[src/rtl/uart_word_packer.sv]
// rtl/uart_word_packer.sv - packs UART bytes into big-endian halfwords, buffers them, writes them to SRAM
module uart_word_packer #(
    parameter int ADDR_W     = 16,
    parameter int START_ADDR = 1,
    parameter int FIFO_AW    = 2
) (
    input  logic              clk,
    input  logic              rst,
    input  logic [7:0]        rx_data,
    input  logic              rx_valid,
    input  logic              rx_ferr,
    output logic              wr_req,
    output logic [ADDR_W-1:0] wr_addr,
    output logic [15:0]       wr_data,
    input  logic              wr_done,
    output logic              fifo_full,
    output logic              overflow,
    output logic [ADDR_W-1:0] words_wr
);

    localparam int DEPTH = 1 << FIFO_AW;

    typedef enum logic [1:0] {
        S_IDLE = 2'd0,
        S_REQ  = 2'd1,
        S_GAP  = 2'd2
    } state_t;

    state_t state;
    state_t state_next;

    logic sync1;
    logic sync2;
    logic sync3;
    logic byte_stb;

    logic       phase_lo;
    logic [7:0] hold_hi;
    logic       push;
    logic       push_ok;
    logic [15:0] push_data;

    logic [15:0]      mem [DEPTH];
    logic [FIFO_AW:0] wr_ptr;
    logic [FIFO_AW:0] rd_ptr;
    logic             fifo_empty;
    logic [15:0]      head;

    logic load;
    logic pop;

    // rx_valid comes from another clock domain; third flop gives the rising-edge reference
    always_ff @(posedge clk or negedge rst) begin
        if (!rst) begin
            sync1 <= 1'b0;
            sync2 <= 1'b0;
            sync3 <= 1'b0;
        end else begin
            sync1 <= rx_valid;
            sync2 <= sync1;
            sync3 <= sync2;
        end
    end

    assign byte_stb = sync2 & ~sync3;

    always_ff @(posedge clk or negedge rst) begin
        if (!rst) begin
            phase_lo <= 1'b0;
            hold_hi  <= 8'h00;
        end else if (byte_stb) begin
            if (rx_ferr) begin
                phase_lo <= 1'b0;
            end else if (!phase_lo) begin
                hold_hi  <= rx_data;
                phase_lo <= 1'b1;
            end else begin
                phase_lo <= 1'b0;
            end
        end
    end

    assign push      = byte_stb & ~rx_ferr & phase_lo;
    assign push_data = {hold_hi, rx_data};

    assign fifo_empty = (wr_ptr == rd_ptr);
    assign fifo_full  = (wr_ptr[FIFO_AW] != rd_ptr[FIFO_AW]) &&
                        (wr_ptr[FIFO_AW-1:0] == rd_ptr[FIFO_AW-1:0]);
    // a pop in the same cycle frees the slot the push lands in
    assign push_ok    = push & (~fifo_full | pop);
    assign head       = mem[rd_ptr[FIFO_AW-1:0]];

    always_ff @(posedge clk) begin
        if (push_ok) begin
            mem[wr_ptr[FIFO_AW-1:0]] <= push_data;
        end
    end

    always_ff @(posedge clk or negedge rst) begin
        if (!rst) begin
            wr_ptr   <= '0;
            rd_ptr   <= '0;
            overflow <= 1'b0;
        end else begin
            if (push_ok) begin
                wr_ptr <= wr_ptr + 1'b1;
            end
            if (pop) begin
                rd_ptr <= rd_ptr + 1'b1;
            end
            if (push && !push_ok) begin
                overflow <= 1'b1;
            end
        end
    end

    always_comb begin
        state_next = state;
        load       = 1'b0;
        pop        = 1'b0;
        case (state)
            S_IDLE: begin
                if (!fifo_empty) begin
                    load       = 1'b1;
                    state_next = S_REQ;
                end
            end
            S_REQ: begin
                if (wr_done) begin
                    pop        = 1'b1;
                    state_next = S_GAP;
                end
            end
            S_GAP: begin
                state_next = S_IDLE;
            end
            default: begin
                state_next = S_IDLE;
            end
        endcase
    end

    assign wr_req = (state == S_REQ);

    always_ff @(posedge clk or negedge rst) begin
        if (!rst) begin
            state    <= S_IDLE;
            wr_addr  <= ADDR_W'(START_ADDR);
            wr_data  <= 16'h0000;
            words_wr <= '0;
        end else begin
            state <= state_next;
            if (load) begin
                wr_data <= head;
            end
            if (pop) begin
                wr_addr  <= wr_addr + 1'b1;
                words_wr <= words_wr + 1'b1;
            end
        end
    end

endmodule

[config.mk]
export PLATFORM = sky130hd
export DESIGN_NAME = uart_word_packer
export DESIGN_NICKNAME = d
export VERILOG_FILES = /design/src/rtl/uart_word_packer.sv
export SDC_FILE = /design/constraint.sdc
export NUM_CORES = 1
export LEC_CHECK = 0
export CAP_MARGIN = 20
export CELL_PAD_IN_SITES_DETAIL_PLACEMENT = 1
export CELL_PAD_IN_SITES_GLOBAL_PLACEMENT = 1
export CORE_UTILIZATION = 50
export CTS_CLUSTER_SIZE = 40
export DETAILED_ROUTE_END_ITERATION = 10
export DONT_BUFFER_PORTS = 1
export GPL_ROUTABILITY_DRIVEN = 0
export PLACE_DENSITY_LB_ADDON = 0.1
export SETUP_SLACK_MARGIN = 0.2
export SYNTH_ARGS = -nofsm -noshare
export SYNTH_HDL_FRONTEND = slang
export SYNTH_SLANG_ARGS = --single-unit
[constraint.sdc]
create_clock -name clk -period 2.09 [get_ports clk]
set_input_delay 0.3135 -clock clk [delete_from_list [all_inputs] [get_ports clk]]
set_output_delay 0.3135 -clock clk [all_outputs]
set_load 0.02 [all_outputs]
==> results.sh <==
export IMPL_status="finished clean"
export IMPL_endpoint_kind="output port"
export IMPL_drc=0
export IMPL_die_x_um=105.5
export IMPL_netSwitchingFraction_pct=29.34
export IMPL_grt_setup_unrepaired="yes"
export IMPL_cts_sinks=133
export IMPL_synth_most_common_cell="dfrtp_1"
export IMPL_dieHeight_um=105.5
export IMPL_seqPwrFrac_pct=42.2
export IMPL_ys_flop_type="dfrtp_1"
export IMPL_worst_pin_slew_ps=447.0
export IMPL_cts_buffers=17
export IMPL_irDropWorstVdd_v=0.0006705
export IMPL_synth_avg_cell_area_um2=17.51
export IMPL_synthArstFlopShare_pct=51.88
export IMPL_root_buffer="clkbuf_8"
export IMPL_dr_pass1_iters=4
export IMPL_port_buffer_count=0
export IMPL_dpl_hpwl_um=6051
export IMPL_leakagePower_nw=2.549
export IMPL_worstSetupPathType="register to output port"
export IMPL_internal_power_mw=6.596
export IMPL_grt_pass1_vias=2998
export IMPL_grt_first_pass_wirelength_um=16370
export IMPL_finalCriticalPeriod_ps=1798
export IMPL_drv_slew=0
export IMPL_synth_seq_cells=133
export IMPL_drt_iter0_markers=157
export IMPL_yosys_top_cells_count="dfrtp_1, edfxtp_1, xnor2_1"
export IMPL_grt_usage_pct=20.27
export IMPL_wl_um=9996
export IMPL_coreArea_um2=10370
export IMPL_syn_num_nets=326
export IMPL_post_route_util_pct=62.03
export IMPL_synth_warnings=0
export IMPL_synthDistinctLibCells=44
export IMPL_setup_viol=0
export IMPL_start_kind="register"
export IMPL_rows=37
export IMPL_synth_edf_count=64
export IMPL_synth_top_cell_by_area="edfxtp_1"
export IMPL_syn_inst=306
export IMPL_worst_ep_arrival_time_ps=1480
export IMPL_clock_latency_ps=510
export IMPL_fin_nets=367
export IMPL_slew_headroom_pct=70.14
export IMPL_clkPwrFrac_pct=34.4
export IMPL_num_vias=2696
export IMPL_skew_ps=8.301
export IMPL_combPwrFrac_pct=23.4
export IMPL_synth_area_leaders="edfxtp_1, dfrtp_1, xnor2_1, mux4_2, mux4_1"
export IMPL_layout_drive_gt1_share_pct=26.11
export IMPL_clock_path_buffers=2
export IMPL_final_hold_viol_count=0
export IMPL_ys_seq_area_share_pct=68.11
export IMPL_worstPathRequired_ps=1780
export IMPL_fin_crit_sh_pct=86.01
export IMPL_start_util_pct=51.68
export IMPL_hp_class="input pin to register"
export IMPL_netlist_area_um2=5359
export IMPL_fin_tns_setup_ps=0
export IMPL_fmax_ghz=0.5563
export IMPL_ios=64
export IMPL_max_cap_violations=0
export IMPL_antenna_left=0
export IMPL_pwr_density_cell_nw_per_um2=1451
export IMPL_diodes=0
export IMPL_cts_tree="built"
export IMPL_grt_overflow=0
export IMPL_netlist_area_leader_share_pct=35.86
export IMPL_p_switching_mw=2.739
export IMPL_vias_per_cell=5.435
export IMPL_grt_max_degree=70
export IMPL_area_delta_synth_final_pct=20.03
export IMPL_antenna_found_initial=0
export IMPL_critical_path_peak_fanout=4
export IMPL_avgRoutedWirePerCell_um=20.15
export IMPL_dieArea_um2=11140
export IMPL_htree_num_levels=4
export IMPL_clk_pin_slew_worst_paths_ps=60
-- state kept, by name (all words and copies together) (netlist names), 2 cells and up --
| register | count |
|---|---|
| state | 2 |
| mem | 64 |
| rd_ptr | 3 |
| wr_ptr | 3 |
| wr_data | 16 |
| hold_hi | 8 |
| wr_addr | 16 |
| words_wr | 16 |
-- power groups by stage --
stage	Clock [mW]	Sequential, mW	Combinational (mW)
2_1_floorplan	0	3.90	1.64
3_3_place_gp	0	3.97	1.99
3_5_place_dp	0	4.00	2.04
4_1_cts	3.27	3.95	2.18
5_1_grt	3.38	4.00	2.39
6_report	3.21	3.94	2.19
-- final timing paths --
kind / end / slack, ps / start / cells past startpoint
min: overflow / 110 / rx_ferr / 2
min in group asynchronous: words_wr[4] / 360 / rst / 2
min reg2reg: sync2 / 350 / sync1 / 0
max in group asynchronous: wr_addr[0] / 1380 / rst / 2
max: fifo_full / 290 / wr_ptr[0] / 4
max reg2reg: mem[0][10] / 330 / rd_ptr[1] / 5
-- metal layers --
layer / vias to the layer above / track usage (%) / routed length [um]
met5: - / 0 / 0
met4: 0 / 7.440 / 163
met3: 15 / 7.174 / 429
met2: 58 / 32.85 / 5056
met1: 1403 / 25.21 / 4346
li1: 1220 / - / -
-- logic make-up after synthesis --
kind of cell / Yosys count / synth area share (%)
buffers and inverters: 11 / 1.587
muxes: 40 / 12.96
AOI/OAI and AO/OA: 7 / 1.261
DFF: 133 / 68.11
xor gates and xnor gates: 38 / 6.841
adders and majority gates: 7 / 1.634
and+or+nand+nor: 70 / 7.612
-- critical path, cell delays in order (launching register included) --
cell and delay (ps):
dfrtp_2 460, xnor2_4 170, nand2_2 80, nor2_1 110, buf_4 160
-- per-stage QoR --
step / setup WS, ps / power (mW) / cells / hold WS [ps] / area [um^2]
2_1_floorplan: 279.9 / 5.533 / 306 / 17.91 / 5359
3_3_place_gp: 345.1 / 5.963 / 448 / 19.44 / 5615
3_5_place_dp: 289.3 / 6.037 / 448 / 19.64 / 5615
4_1_cts: 209.8 / 9.397 / 494 / 89.35 / 6409
5_1_grt: 159.3 / 9.768 / 496 / 100.9 / 6432
6_report: 292.3 / 9.335 / 496 / 108.8 / 6432
-- layout make-up --
cell class | instances | area, um^2
clock buffers | 23 | 436.7
clock inverters | 9 | 200.2
fillers | 930 | 3938
inverters | 5 | 18.77
multi-input cells | 162 | 1633
flip-flops and latches | 133 | 3654
well taps | 136 | 170.2
repair buffers | 28 | 320.3
-- cells in the final DEF, fill, tap and decap left out, types with 2 or more instances in the layout --
cell,n
mux4_2,9
dfrtp_2,3
clkbuf_16,16
and3_1,3
mux2_4,10
nand3_1,12
nand2_1,21
dlygate4sd3_1,11
ha_1,7
dfrtp_1,65
nor4_2,4
and2_1,4
xor2_1,9
mux4_1,7
inv_1,4
nand4_1,7
edfxtp_1,64
mux2_2,14
buf_12,5
xnor2_1,26
bufinv_16,6
clkinv_1,2
nor2_1,8
clkbuf_1,6
buf_4,11
-- repair_timing --
item | 4_1_cts | 5_1_grt
setup buffers | 2 | 2
setup endpoints to repair | 1 | 5
hold buffers | 12 | 0
pin swaps | 1 | 2
gates resized for setup | 3 | 1
endpoints found under the hold margin | 111 | 0
(Power assumes the default switching activity.)
